`src/rtl/huffman_chunk_encoder_if.sv`:
```
// huffman_chunk_encoder_if: pixel stream input, RAM write port and frame status.
// The slave modport is the encoder; the master modport is the pixel source / RAM side.
interface huffman_chunk_encoder_if #(
   parameter int ADDR_W = 16
);

   logic              pixel_write_valid;
   logic              pixel_ready;
   logic [31:0]       color;
   logic              frame_end;
   logic [ADDR_W-1:0] RAM_address;
   logic [31:0]       RAM_writedata;
   logic              RAM_write;
   logic              RAM_waitrequest;
   logic              done;
   logic [ADDR_W-1:0] word_count;
   logic              overflow;

   modport master (
      output pixel_write_valid,
      output color,
      output frame_end,
      output RAM_waitrequest,
      input  pixel_ready,
      input  RAM_address,
      input  RAM_writedata,
      input  RAM_write,
      input  done,
      input  word_count,
      input  overflow
   );

   modport slave (
      input  pixel_write_valid,
      input  color,
      input  frame_end,
      input  RAM_waitrequest,
      output pixel_ready,
      output RAM_address,
      output RAM_writedata,
      output RAM_write,
      output done,
      output word_count,
      output overflow
   );

endinterface

```
`src/rtl/huffman_chunk_encoder.sv`:
```
// huffman_chunk_encoder: each pixel becomes '0' (repeat of the previous pixel) or
// '1' + 24 RGB bits, packed LSB-first into a 64-bit accumulator and written to RAM
// as 32-bit words. frame_end flushes the partial word and pulses done.
module huffman_chunk_encoder #(
   parameter int ADDR_W = 16
) (
   input  logic                   clk,
   input  logic                   rst,
   huffman_chunk_encoder_if.slave bus
);

   typedef enum logic [1:0] {
      RUN   = 2'd0,
      FLUSH = 2'd1,
      DONE  = 2'd2
   } state_t;

   state_t state;
   state_t state_nxt;

   // packing state: bits above fill_p0 in acc_p0 are always zero, so a partial
   // flush word comes out zero-padded without extra masking
   logic [63:0]       acc_p0;
   logic [5:0]        fill_p0;
   logic [23:0]       prev_p0;
   logic [ADDR_W-1:0] addr_p0;
   logic [ADDR_W-1:0] word_count_q;
   logic              overflow_q;
   logic              new_frame_q;

   logic              pix_ready;
   logic              wr_req;
   logic              done_o;
   logic              vld_p0;
   logic              wr_done;
   logic [24:0]       code_p0;
   logic [5:0]        code_len_p0;

   function automatic logic [24:0] pixel_code(input logic [23:0] pix,
                                              input logic [23:0] prev);
      if (pix == prev) begin
         return 25'd0;
      end
      return {pix, 1'b1};
   endfunction

   function automatic logic [5:0] pixel_code_len(input logic [23:0] pix,
                                                 input logic [23:0] prev);
      return (pix == prev) ? 6'd1 : 6'd25;
   endfunction

   // p0: code of the offered pixel against the previous one
   assign code_p0     = pixel_code(bus.color[23:0], prev_p0);
   assign code_len_p0 = pixel_code_len(bus.color[23:0], prev_p0);
   assign vld_p0      = pix_ready && bus.pixel_write_valid;
   assign wr_done     = wr_req && !bus.RAM_waitrequest;

   // state register
   always_ff @(posedge clk) begin
      if (rst) begin
         state <= RUN;
      end else begin
         state <= state_nxt;
      end
   end

   // next state: flush finishes once the accumulator drains (or was already empty)
   always_comb begin
      state_nxt = state;
      case (state)
         RUN: begin
            if (bus.frame_end) begin
               state_nxt = FLUSH;
            end
         end
         FLUSH: begin
            if ((fill_p0 == 6'd0) || (wr_done && (fill_p0 <= 6'd32))) begin
               state_nxt = DONE;
            end
         end
         DONE: begin
            state_nxt = RUN;
         end
         default: begin
            state_nxt = RUN;
         end
      endcase
   end

   // outputs: accept only while less than a word is buffered, so fill never exceeds 56
   always_comb begin
      pix_ready = (state == RUN) && (fill_p0 < 6'd32);
      wr_req    = ((state == RUN) && (fill_p0 >= 6'd32)) ||
                  ((state == FLUSH) && (fill_p0 != 6'd0));
      done_o    = (state == DONE);
   end

   // datapath: write completion and pixel acceptance are mutually exclusive by fill
   always_ff @(posedge clk) begin
      if (rst) begin
         acc_p0       <= '0;
         fill_p0      <= '0;
         prev_p0      <= '0;
         addr_p0      <= '0;
         word_count_q <= '0;
         overflow_q   <= 1'b0;
         new_frame_q  <= 1'b0;
      end else if (state == DONE) begin
         acc_p0      <= '0;
         fill_p0     <= '0;
         prev_p0     <= '0;
         addr_p0     <= '0;
         new_frame_q <= 1'b1;
      end else if (wr_done) begin
         acc_p0       <= {32'd0, acc_p0[63:32]};
         fill_p0      <= (fill_p0 >= 6'd32) ? (fill_p0 - 6'd32) : 6'd0;
         addr_p0      <= addr_p0 + ADDR_W'(1);
         word_count_q <= new_frame_q ? ADDR_W'(1) : (word_count_q + ADDR_W'(1));
         new_frame_q  <= 1'b0;
         if (addr_p0 == '1) begin
            overflow_q <= 1'b1;
         end
      end else if (vld_p0) begin
         acc_p0  <= acc_p0 | (64'(code_p0) << fill_p0);
         fill_p0 <= fill_p0 + code_len_p0;
         prev_p0 <= bus.color[23:0];
      end
   end

   assign bus.pixel_ready   = pix_ready;
   assign bus.RAM_address   = addr_p0;
   assign bus.RAM_writedata = acc_p0[31:0];
   assign bus.RAM_write     = wr_req;
   assign bus.done          = done_o;
   assign bus.word_count    = word_count_q;
   assign bus.overflow      = overflow_q;

endmodule

```
`src/flat_wrapper.sv`:
```
// flat-port wrapper written by rule: the top's interface ports become plain ports
module huffman_chunk_encoder_flat 
#(
   parameter int ADDR_W = 16
)
  (clk, rst, bus_pixel_write_valid, bus_color, bus_frame_end, bus_RAM_waitrequest, bus_pixel_ready, bus_RAM_address, bus_RAM_writedata, bus_RAM_write, bus_done, bus_word_count, bus_overflow);
  huffman_chunk_encoder_if #(.ADDR_W(ADDR_W)) bus_i ();
  input  logic clk;
  input  logic rst;
  input wire logic [$bits(bus_i.pixel_write_valid)-1:0] bus_pixel_write_valid;
  input wire logic [$bits(bus_i.color)-1:0] bus_color;
  input wire logic [$bits(bus_i.frame_end)-1:0] bus_frame_end;
  input wire logic [$bits(bus_i.RAM_waitrequest)-1:0] bus_RAM_waitrequest;
  output wire logic [$bits(bus_i.pixel_ready)-1:0] bus_pixel_ready;
  output wire logic [$bits(bus_i.RAM_address)-1:0] bus_RAM_address;
  output wire logic [$bits(bus_i.RAM_writedata)-1:0] bus_RAM_writedata;
  output wire logic [$bits(bus_i.RAM_write)-1:0] bus_RAM_write;
  output wire logic [$bits(bus_i.done)-1:0] bus_done;
  output wire logic [$bits(bus_i.word_count)-1:0] bus_word_count;
  output wire logic [$bits(bus_i.overflow)-1:0] bus_overflow;
  assign bus_i.pixel_write_valid = bus_pixel_write_valid;
  assign bus_i.color = bus_color;
  assign bus_i.frame_end = bus_frame_end;
  assign bus_i.RAM_waitrequest = bus_RAM_waitrequest;
  assign bus_pixel_ready = bus_i.pixel_ready;
  assign bus_RAM_address = bus_i.RAM_address;
  assign bus_RAM_writedata = bus_i.RAM_writedata;
  assign bus_RAM_write = bus_i.RAM_write;
  assign bus_done = bus_i.done;
  assign bus_word_count = bus_i.word_count;
  assign bus_overflow = bus_i.overflow;
  huffman_chunk_encoder #(.ADDR_W(ADDR_W)) u_core (.clk(clk), .rst(rst), .bus(bus_i));
endmodule
```
`config.mk`:
```
export PLATFORM = sky130hd
export DESIGN_NAME = huffman_chunk_encoder_flat
export DESIGN_NICKNAME = d
export VERILOG_FILES = /design/src/rtl/huffman_chunk_encoder_if.sv /design/src/rtl/huffman_chunk_encoder.sv /design/src/flat_wrapper.sv
export SDC_FILE = /design/constraint.sdc
export NUM_CORES = 1
export LEC_CHECK = 0
export BUFFER_PORTS_ARGS = -buffer_cell sky130_fd_sc_hd__buf_2
export CAP_MARGIN = 10
export CELL_PAD_IN_SITES_DETAIL_PLACEMENT = 1
export CELL_PAD_IN_SITES_GLOBAL_PLACEMENT = 1
export CORE_ASPECT_RATIO = 0.7
export CORE_UTILIZATION = 44
export DETAILED_ROUTE_END_ITERATION = 7
export PLACE_DENSITY_LB_ADDON = 0.1
export SLEW_MARGIN = 25
export SYNTH_ARGS = -nofsm -noshare
export SYNTH_HDL_FRONTEND = slang
export SYNTH_SLANG_ARGS = --single-unit
```
`constraint.sdc`:
```
create_clock -name clk -period 4.4 [get_ports clk]
set_input_delay 1.32 -clock clk [delete_from_list [all_inputs] [get_ports clk]]
set_output_delay 1.32 -clock clk [all_outputs]
set_load 0.1 [all_outputs]
```
[Word level (Yosys, flattened, before mapping)]
Cells that the tools add are included.
Word-level totals
  register bits after elaboration: 130
  latch bits: 0
  memory bits (writable): 0
  ROM bits: 0
  bits of input ports: 37
  output and inout port bits: 68
  logic and storage cells: 61
  memories: 0
Operators by class
  $add $sub $neg: 4
  $mul: 0
  div/mod/pow operators: 0
  $lt $le $gt $ge: 3
  eq/ne operators: 6
  shift-type cells: 1
  multiplexer cells: 15
  bitwise logic cells: 3
  reduce and logical (&&, ||, !) cells: 20
Operator list (count)
  2-to-1 mux 32 bit: 2
  OR 64 bit: 1
  << shifter 25 x 6 -> 64 bit: 1
  2-to-1 mux 25 bit: 2
  adder 16 x 1 -> 16 bit (second input constant): 2
  == test 24 bit: 1
  2-to-1 mux 6 bit: 3
  == test 16 bit (second input constant): 1
  2-to-1 mux 16 bit: 1
  adder 6 bit: 1
  greater-or-equal comparator 6 bit (second input constant): 1
  <= comparator 6 bit (second input constant): 1
  logical AND 1 bit: 6
  logical NOT 6 bit: 1
  < comparator 6 bit (second input constant): 1
  AND reduction 2 bit: 3
  nonzero test 6 bit: 1
  subtractor 6 bit (second input constant): 1
  2-to-1 mux 5 bit: 1
  2-to-1 mux 2 bit: 2
  case mux 2 bit (2 select lines): 1
  nonzero test 2 bit: 2
  2-to-1 mux 1 bit: 3
  AND reduction 3 bit: 1
  other kinds (10): 12

[Longest topological paths before layout]
Gate-level depths: netlist of run 1.
  depth in word-level cells: 8
  depth in mapped cells: 14
  mapped depth without buffers: 11

[Least setup slack after synthesis of run 1]
No wires, ideal clock.
  path kind: register to output
  from: register u_core.fill_p0[5]
  to: output bus_pixel_ready
  data arrival time: 2.574 ns
  path slack: 0.506 ns
  stages on the path, launching flop included: 3
  buffers on the path: 1
  cell sequence: dfxtp_1 clkbuf_1 nor3_1
On the way
  word-level cells in the longest chain between the ends: 2
RTL lines
  from (decl): line huffman_chunk_encoder.sv:24  | logic [5:0] fill_p0;
  from (signal assigned): line huffman_chunk_encoder.sv:116  | fill_p0 <= (fill_p0 >= 6'd32) ? (fill_p0 - 6'd32) : 6'd0;
  from (signal assigned): line huffman_chunk_encoder.sv:125  | fill_p0 <= fill_p0 + code_len_p0;
  < comparator 6 bit: line huffman_chunk_encoder.sv:92  | pix_ready = (state == RUN) && (fill_p0 < 6'd32);
  logical AND 1 bit: line huffman_chunk_encoder.sv:92
  to (decl): line flat_wrapper.sv:14  | output wire logic [$bits(bus_i.pixel_ready)-1:0] bus_pixel_ready;
No other way between the ends.

[Worst setup path after layout of run 1]
  from: register u_core.fill_p0[2]
  to: output bus_RAM_write
On the way
  word-level cells in the longest chain between the ends: 3
RTL lines
  greater-or-equal comparator 6 bit or nonzero test 6 bit (tied branches): line huffman_chunk_encoder.sv:93, huffman_chunk_encoder.sv:94
  logical AND 1 bit, on equally long branches: line huffman_chunk_encoder.sv:93, huffman_chunk_encoder.sv:94
  logical OR 1 bit *: line huffman_chunk_encoder.sv:93  | wr_req = ((state == RUN) && (fill_p0 >= 6'd32)) ||
  to (decl): line flat_wrapper.sv:17  | output wire logic [$bits(bus_i.RAM_write)-1:0] bus_RAM_write;
Every way passes the cells marked *; elsewhere a longest branch is shown, timed or not.

==> impl_metrics.env, run 1 <==
export IMPL_grt_pass1_wl_um=41200
export IMPL_htreeDepth=4
export IMPL_num_vias=7365
export IMPL_fmax_mhz=276
export IMPL_whs_ns=0.452
export IMPL_critPathRequiredTime_ns=3.08
export IMPL_grt_pass1_vias=7109
export IMPL_r2r_slack_ns=1.29
export IMPL_async_reset_ff_frac=0
export IMPL_cp_start_kind="register"
export IMPL_yosys_top_cells_area="dfxtp_1 (33%), nand2_1 (7.6%), a21oi_1 (4.8%)"
export IMPL_seqPwrFrac=0.311
export IMPL_path_cells="inv_1, nand3_1, a21oi_1, nor2_1, buf_2"
export IMPL_place_hpwl_um=18600
export IMPL_post_route_period_util=0.825
export IMPL_cts_sinks=130
export IMPL_fp_dieArea_um2=18200
export IMPL_ys_warn_count=0
export IMPL_ys_seq_area_frac=0.334
export IMPL_crit_slowest_cell="dfxtp_2"
export IMPL_combPwrFrac=0.343
export IMPL_ctsResizeCount=0
export IMPL_ys_types=71
export IMPL_grt_max_degree=58
export IMPL_grt_use_total=0.294
export IMPL_rsz0062_at_grt="false"
export IMPL_leakage_nw=3.28
export IMPL_synth_fp_nets=997
export IMPL_yosysTopAreaCellShare=0.334
export IMPL_max_stage_delay_ns=0.69
export IMPL_first_iter_violations=593
export IMPL_io_pins=105
export IMPL_finClkSkew_ns=0.0125
export IMPL_switchingPower_mw=1.77
export IMPL_gp_congestion=0.910
export IMPL_powerDensity_nw_per_um2=496
export IMPL_insertion_delay_ns=0.43
export IMPL_fp_row_count=40
export IMPL_slew_headroom=0.438
export IMPL_wl_per_cell_um=21.5
export IMPL_p_int_mw=2.57
export IMPL_clockPowerShare=0.346
export IMPL_path_max_fanout=24
export IMPL_drive_above_1_share=0.203
export IMPL_r2r_start="u_core.fill_p0[2]"
export IMPL_post_cts_buffers=0
export IMPL_viasPerCell=6.02
export IMPL_netlist_instances=954
export IMPL_hold_start="u_core.acc_p0[40]"
export IMPL_worst_r2r_endpoint="u_core.acc_p0[32]"
export IMPL_portBuffers=96
export IMPL_path_buf_inv=2
export IMPL_cts_buffers=17
export IMPL_cts_clk_slew_worst_paths_ns=0.06
export IMPL_synth_edf_count=0
export IMPL_ys_ff_latch=130
export IMPL_n_antenna_cell=0
export IMPL_crit_arrival_ns=2.31
export IMPL_num_fill_cells=2099
export IMPL_final_cell_mix="nand2_1 (157), dfxtp_1 (126), buf_2 (96), nor2_1 (87), a21oi_1 (74)"
export IMPL_min_path_type="reg2reg"
export IMPL_antenna_found_initial=0
export IMPL_tightest_slew_ns=0.836
export IMPL_period_needed_ns=3.63
export IMPL_cts_tree="done"
export IMPL_worstSetupEndpointType="output pin"
export IMPL_critical_path_class="reg2out"
export IMPL_status="finished, final reports clean"
export IMPL_swShare=0.408
export IMPL_die_w_um=161
export IMPL_area_growth_pct=12.4
export IMPL_hold_depth=2
export IMPL_path_delay_family="buffers and inverters"
export IMPL_finalHoldViolations=0
export IMPL_drv_slew=0
export IMPL_dp_slack_ns=0.692
export IMPL_grt_ovfl_total=0
export IMPL_avgSynthCellArea_um2=8.16
export IMPL_cts_buffer_depth=2
export IMPL_drtPass1Iterations=5
export IMPL_yosysTopAreaCell="dfxtp_1"
export IMPL_root_buffer="clkbuf_16"
export IMPL_yosys_most_used_dff="dfxtp_1"
export IMPL_final_common_cell="nand2_1"
export IMPL_wirelength_um=26400
export IMPL_ant_nets=0
export IMPL_coreArea_um2=17200
export IMPL_setup_ws_ns=0.772
export IMPL_ir_drop_mv=0.308
export IMPL_drv_cap=0
export IMPL_fin_tns_setup_ns=0
export IMPL_rr_worst_depth=7
export IMPL_layout_nets=1023
export IMPL_setup_violations=0
export IMPL_initial_core_util=0.452
export IMPL_ctsHoldBuffers=0
export IMPL_whs_endpoint="u_core.acc_p0[40]"
export IMPL_drc=0
export IMPL_die_h_um=113
export IMPL_netlist_area_um2=7780
-- logic make-up (layout without fill, tap and decap cells) --
family / after synthesis / after routing / share of synthesized area
flip-flops: 130 / 130 / 0.334
buffers and inverters: 120 / 159 / 0.0833
multiplexers: 67 / 67 / 0.115
adder cells (fa/ha/maj): 6 / 6 / 0.00965
AO/OA/AOI/OAI: 221 / 221 / 0.185
XOR/XNOR: 52 / 52 / 0.0595
AND/OR/NAND/NOR: 358 / 358 / 0.213
-- layer usage --
layer  up-vias  share of wire  GRT usage
li1       3429              -          -
met1      3650           0.48      0.423
met2       259           0.43      0.435
met3        27          0.076     0.0707
met4         0          0.012     0.0818
met5         -              0          0
-- worst max path at each step --
stage / from / slack, ns / to / cells after the start
finish: u_core.fill_p0[2] / 0.77 / bus_RAM_write / 5
global route: u_core.fill_p0[2] / 0.69 / bus_RAM_write / 5
CTS: u_core.fill_p0[2] / 0.79 / bus_RAM_write / 5
detailed placement: bus_color[1] / 0.69 / u_core.fill_p0[5] / 12
global placement: bus_color[1] / 0.74 / u_core.fill_p0[5] / 12
floorplan: u_core.fill_p0[5] / 0.51 / bus_pixel_ready / 2
-- power by group through the flow --
| stage | clock (mW) | sequential (mW) | combinational (mW) |
|---|---|---|---|
| final | 1.50 | 1.35 | 1.49 |
| after global routing | 1.57 | 1.36 | 1.57 |
| after CTS | 1.52 | 1.35 | 1.47 |
| after detailed placement | 0 | 1.37 | 1.46 |
| after global placement | 0 | 1.37 | 1.44 |
| after floorplan | 0 | 1.36 | 1.17 |
-- sequential cells by signal (all words and copies together), names as in the netlist --
register / count
u_core.new_frame_q: 1
u_core.bus.word_count: 16
u_core.bus.overflow: 1
u_core.acc_p0: 64
u_core.bus.RAM_address: 16
u_core.state: 2
u_core.fill_p0: 6
u_core.prev_p0: 24
-- cell usage after synthesis (6+ instances only) --
master and instances:
a221oi_1 9, o22ai_1 9, inv_1 10, buf_2 29, buf_1 11, a21oi_1 74
nand3_1 23, nand2_1 157, mux2i_1 29, ha_1 6, and2_1 15, a31oi_1 32
buf_4 37, o31ai_1 6, nor2_1 87, xor2_1 19, mux2_2 22, nand2b_1 6
xnor2_1 32, clkbuf_1 28, or3_1 9, nand4_1 13, dfxtp_1 130, o21ai_0 28
mux4_2 16, nor3_1 17
-- metrics by stage --
step | power, mW | instances | instance area [um^2] | utilization
after detailed placement | 2.83 | 1192 | 8140 | 0.473
after global routing | 4.50 | 1224 | 8750 | 0.508
final | 4.34 | 1224 | 8750 | 0.508
after CTS | 4.34 | 1224 | 8750 | 0.508
after floorplan | 2.53 | 954 | 7780 | -
after global placement | 2.82 | 1192 | 8140 | 0.473
-- cell type report --
class	instances	area, um^2	area share
Clock buffer	18	429	0.0491
Clock inverter	14	181	0.0207
Inverter	12	45.0	0.00515
Multi-Input combinational cell	704	4560	0.521
Sequential cell	130	2610	0.298
Tap cell	231	289	0.0330
Timing Repair Buffer	115	636	0.0727
-- worst reg2reg max path, stage by stage, from the launching register on --
cell	delay, ns
dfxtp_2	0.69
buf_4	0.47
mux2_2	0.45
mux2i_1	0.54
o21ai_0	0.20
mux2i_1	0.28
nor2_1	0.08
o311a_1	0.29
Note: power is estimated with default switching activity, not from simulation.
==> inputs of run 2 (changes only) <==
--- a/config.mk
+++ b/config.mk
@@ -10,7 +10,7 @@
 export CELL_PAD_IN_SITES_DETAIL_PLACEMENT = 1
 export CELL_PAD_IN_SITES_GLOBAL_PLACEMENT = 1
 export CORE_ASPECT_RATIO = 0.7
-export CORE_UTILIZATION = 44
+export CORE_UTILIZATION = 39
 export DETAILED_ROUTE_END_ITERATION = 7
 export PLACE_DENSITY_LB_ADDON = 0.1
 export SLEW_MARGIN = 25
==> constraint.sdc (replaced) <==
create_clock -name clk -period 2.95 [get_ports clk]
set_input_delay 0.885 -clock clk [delete_from_list [all_inputs] [get_ports clk]]
set_output_delay 0.885 -clock clk [all_outputs]
set_load 0.1 [all_outputs]
==> run 2 against run 1 <==
Against the previous run:
- critical path depth did not move
- non-clock buffer count is 54 higher
- via count rose by 1.5%
- largest cell class unchanged
- flip-flop and latch count stayed put
- critical path type unchanged
- utilization down 2.5 points
- first-iteration DRC count increased by 5.6%
- highest routed layer unchanged
==> impl_metrics.env, run 2 (synthesized netlist as in run 1, its figures left out) <==
export IMPL_worstSetupEndpointType="output pin"
export IMPL_critPathRequiredTime_ns=2.07
export IMPL_gp_congestion=0.913
export IMPL_finClkSkew_ns=0.0113
export IMPL_whs_ns=0.449
export IMPL_portBuffers=96
export IMPL_placed_area_um2=8670
export IMPL_die_w_um=171
export IMPL_viasPerCell=5.70
export IMPL_cp_start_kind="register"
export IMPL_cts_clk_slew_worst_paths_ns=0.06
export IMPL_n_antenna_cell=0
export IMPL_finalHoldViolations=0
export IMPL_drv_slew=0
export IMPL_ant_nets=0
export IMPL_grt_pass1_wl_um=42600
export IMPL_rsz0062_at_grt="false"
export IMPL_grt_pass1_vias=7194
export IMPL_cts_buffer_depth=2
export IMPL_wl_per_cell_um=21.0
export IMPL_grt_max_degree=77
export IMPL_instances_no_fill=1311
export IMPL_final_cell_mix="nand2_1 (157), dfxtp_1 (126), buf_2 (95), nor2_1 (86), a21oi_1 (74)"
export IMPL_layout_nets=1077
export IMPL_period_needed_ns=2.86
export IMPL_status="finished, final reports clean"
export IMPL_cts_tree="done"
export IMPL_multi_input_comb_area_um2=4590
export IMPL_insertion_delay_ns=0.43
export IMPL_r2r_start="u_core.fill_p0[2]"
export IMPL_drc=0
export IMPL_tightest_slew_ns=0.873
export IMPL_path_max_fanout=24
export IMPL_drive_above_1_share=0.249
export IMPL_fin_tns_setup_ns=0
export IMPL_largest_register="u_core.acc_p0"
export IMPL_grt_use_total=0.276
export IMPL_wirelength_um=27500
export IMPL_fmax_mhz=349
export IMPL_num_vias=7474
export IMPL_initial_core_util=0.405
export IMPL_first_iter_violations=626
export IMPL_place_inst=1279
export IMPL_final_common_cell="nand2_1"
export IMPL_leakage_nw=3.59
export IMPL_drv_cap=0
export IMPL_slew_headroom=0.418
export IMPL_reg_largest_list="u_core.acc_p0 x64, u_core.prev_p0 x24"
export IMPL_ir_drop_mv=0.506
export IMPL_hold_start="u_core.acc_p0[40]"
export IMPL_min_path_type="reg2reg"
export IMPL_hold_depth=2
export IMPL_postLayoutCellArea_um2=9300
export IMPL_coreArea_um2=19200
export IMPL_io_pins=105
export IMPL_rr_worst_depth=6
export IMPL_cts_buffers=17
export IMPL_fp_row_count=42
export IMPL_regArea_um2=2610
export IMPL_cts_sinks=130
export IMPL_critical_path_class="reg2out"
export IMPL_die_h_um=120
export IMPL_setup_violations=0
export IMPL_area_growth_pct=19.5
export IMPL_power_mw=6.73
export IMPL_powerDensity_nw_per_um2=724
export IMPL_crit_arrival_ns=1.98
export IMPL_fp_dieArea_um2=20500
export IMPL_root_buffer="clkbuf_16"
export IMPL_grt_ovfl_total=0
export IMPL_place_hpwl_um=20000
export IMPL_antenna_found_initial=0
export IMPL_largest_reg_flops=64
export IMPL_post_route_period_util=0.970
export IMPL_num_fill_cells=2335
export IMPL_htreeDepth=4
export IMPL_whs_endpoint="u_core.acc_p0[40]"
export IMPL_r2r_slack_ns=0.37
export IMPL_worst_r2r_endpoint="u_core.acc_p0[24]"
export IMPL_drtPass1Iterations=5
-- run 2: metal layers --
metal  part of all wire  global-route usage  wire length (um)
met1               0.51               0.426             14000
met2               0.41               0.382             11200
met3              0.072              0.0583              1990
met4              0.011              0.0636               308
met5                  0                   0                 0
-- run 2: repair_timing --
action                     in CTS  in global routing
hold endpoints to repair        0                  0
setup buffers                   0                  0
resized for setup               1                  0
hold buffers                    0                  0
setup endpoints to repair       1                  0
-- run 2: report_power, final --
part           switching, mW  total [mW]  internal (mW)
Clock                  0.904        2.34           1.43
Combinational           1.67        2.36          0.688
Sequential             0.141        2.04           1.90
Total                   2.71        6.73           4.02
-- run 2: worst max path at each step --
| stage | start | end | slack [ns] | cells after the start |
|---|---|---|---|---|
| after floorplan | bus_color[20] | u_core.fill_p0[5] | 0.002 | 14 |
| after global placement | bus_color[0] | u_core.fill_p0[5] | -0.04 | 13 |
| after detailed placement | bus_color[0] | u_core.fill_p0[5] | -0.07 | 13 |
| after CTS | u_core.fill_p0[0] | bus_RAM_write | 0.12 | 6 |
| after global routing | u_core.fill_p0[0] | bus_RAM_write | 0.02 | 6 |
| final | u_core.fill_p0[2] | bus_RAM_write | 0.09 | 5 |
-- run 2: worst max-delay path, stage by stage (launching register included) --
cell     delay [ns]
dfxtp_2        0.65
inv_1          0.27
nand3_1        0.19
a21oi_1        0.12
nor2_4         0.13
buf_12         0.18
-- run 2: final cells by class --
cell class,instances,share of cell area
multi-input cells,704,0.494
clock buffers,18,0.0461
well taps,264,0.0355
flip-flops and latches,130,0.281
inverters,12,0.00484
clock inverters,14,0.0218
repair buffers,169,0.118
-- run 2: per-stage QoR --
stage,setup slack [ns],util
floorplan,0.00229,-
global placement,-0.0397,0.451
detailed placement,-0.0715,0.451
CTS,0.119,0.484
global route,0.0205,0.484
finish,0.0880,0.484
==> inputs of run 3 (changes only) <==
--- a/config.mk
+++ b/config.mk
@@ -12,7 +12,7 @@
 export CORE_ASPECT_RATIO = 0.7
 export CORE_UTILIZATION = 39
 export DETAILED_ROUTE_END_ITERATION = 7
-export PLACE_DENSITY_LB_ADDON = 0.1
+export PLACE_DENSITY = 0.88
 export SLEW_MARGIN = 25
 export SYNTH_ARGS = -nofsm -noshare
 export SYNTH_HDL_FRONTEND = slang
==> run 3 against run 2 <==
Against the previous run:
- critical path depth unchanged
- critical path type unchanged
- utilization down 0.78 points
- sequential power about the same
- critical endpoint unchanged
- hold slack better by 0.0066 ns
- clock power down 5%
==> impl_metrics.env, run 3 (synthesized netlist as in run 1, its figures left out) <==
export IMPL_cts_clk_slew_worst_paths_ns=0.07
export IMPL_layout_nets=1060
export IMPL_area_growth_pct=17.6
export IMPL_cts_sinks=130
export IMPL_final_core_util=0.476
export IMPL_status="finished, final reports clean"
export IMPL_die_h_um=120
export IMPL_combPwrFrac=0.360
export IMPL_rsz0062_at_grt="false"
export IMPL_cts_tree="done"
export IMPL_n_antenna_cell=0
export IMPL_wl_per_cell_um=22.0
export IMPL_portBuffers=96
export IMPL_finClkSkew_ns=0.0151
export IMPL_drive_above_1_share=0.239
export IMPL_drtPass1Iterations=8
export IMPL_rr_worst_depth=9
export IMPL_finalHoldViolations=0
export IMPL_drv_slew=0
export IMPL_seqPwrFrac=0.305
export IMPL_die_w_um=171
export IMPL_grt_max_degree=50
export IMPL_fp_dieArea_um2=20500
export IMPL_final_common_cell="nand2_1"
export IMPL_antenna_found_initial=1
export IMPL_root_buffer="clkbuf_16"
export IMPL_reg_largest_list="u_core.acc_p0 x64, u_core.prev_p0 x24"
export IMPL_period_needed_ns=2.76
export IMPL_cts_buffer_depth=2
export IMPL_worstSetupEndpointType="output pin"
export IMPL_post_cts_buffers=0
export IMPL_ir_drop_mv=0.358
export IMPL_power_mw=6.62
export IMPL_cts_buffers=17
export IMPL_critPathRequiredTime_ns=2.07
export IMPL_insertion_delay_ns=0.43
export IMPL_drc=0
export IMPL_fmax_mhz=363
export IMPL_min_path_type="reg2reg"
export IMPL_cp_start_kind="register"
export IMPL_path_max_fanout=5
export IMPL_grt_pass1_vias=7909
export IMPL_whs_ns=0.456
export IMPL_final_cell_mix="nand2_1 (157), dfxtp_1 (126), buf_2 (95), nor2_1 (86), a21oi_1 (73)"
export IMPL_largest_reg_flops=64
export IMPL_initial_core_util=0.405
export IMPL_grt_use_total=0.284
export IMPL_slew_headroom=0.513
export IMPL_tightest_slew_ns=0.731
export IMPL_gp_congestion=0.968
export IMPL_hold_depth=2
export IMPL_ctsHoldBuffers=0
export IMPL_post_route_period_util=0.935
export IMPL_ant_nets=0
export IMPL_swShare=0.417
export IMPL_fin_tns_setup_ns=0
export IMPL_num_vias=7777
export IMPL_setup_violations=0
export IMPL_powerDensity_nw_per_um2=723
export IMPL_viasPerCell=6.01
export IMPL_drv_cap=0
export IMPL_place_hpwl_um=19800
export IMPL_switchingPower_mw=2.76
export IMPL_critical_path_class="reg2out"
export IMPL_wirelength_um=28400
export IMPL_crit_arrival_ns=1.87
export IMPL_grt_ovfl_total=0
export IMPL_coreArea_um2=19200
export IMPL_leakage_nw=3.48
export IMPL_largest_register="u_core.acc_p0"
export IMPL_fp_row_count=42
export IMPL_htreeDepth=4
export IMPL_p_int_mw=3.86
export IMPL_io_pins=105
export IMPL_first_iter_violations=685
export IMPL_clockPowerShare=0.335
export IMPL_grt_pass1_wl_um=44500
run 3: final cells by class:
| class | instances | area (um^2) |
|---|---|---|
| clock buffers | 18 | 439 |
| clock inverters | 14 | 165 |
| fillers | 2338 | 10100 |
| inverters | 12 | 45.0 |
| multi-input cells | 704 | 4580 |
| flip-flops and latches | 130 | 2610 |
| well taps | 264 | 330 |
| repair buffers | 152 | 978 |
run 3: path summary, 6_finish.rpt:
path                startpoint                       end  slack [ns]
max          u_core.fill_p0[4]             bus_RAM_write        0.19
min          u_core.acc_p0[40]         u_core.acc_p0[40]        0.46
min reg2reg  u_core.acc_p0[40]         u_core.acc_p0[40]        0.46
max reg2reg  u_core.fill_p0[2]  u_core.bus.word_count[8]        0.36
run 3: per-layer routing:
metal / share of wire / vias to the layer above / GRT usage
met4: 0.027 / 4 / 0.109
met1: 0.42 / 3817 / 0.366
met5: 0.0033 / - / 0.0332
met3: 0.11 / 74 / 0.0969
met2: 0.44 / 393 / 0.433
li1: - / 3489 / -
run 3: power groups by stage:
| stage | clock network [mW] | registers (mW) | logic [mW] |
|---|---|---|---|
| 4_1_cts | 2.23 | 2.02 | 2.33 |
| 3_3_place_gp | 0 | 2.04 | 2.25 |
| 5_1_grt | 2.29 | 2.03 | 2.50 |
| 6_report | 2.22 | 2.02 | 2.38 |
| 3_5_place_dp | 0 | 2.05 | 2.30 |
| 2_1_floorplan | 0 | 2.03 | 1.75 |
run 3: critical path, cell delays in order (launching register included):
cell	delay [ns]
dfxtp_1	0.39
nor2_1	0.34
nand3_1	0.20
a21oi_1	0.28
nor2_4	0.06
buf_12	0.17
run 3: timing repair:
action                     4_1_cts  5_1_grt
setup endpoints to repair        0        1
hold endpoints to repair         0        0
resized for setup                0        1
run 3: metrics by stage:
stage / setup slack (ns) / cell area [um^2] / instances
after floorplan: 0.00229 / 7840 / 954
after global placement: -0.0205 / 8540 / 1262
after detailed placement: -0.00818 / 8540 / 1262
after CTS: 0.105 / 9150 / 1294
after global routing: 0.130 / 9150 / 1294
final: 0.191 / 9150 / 1294
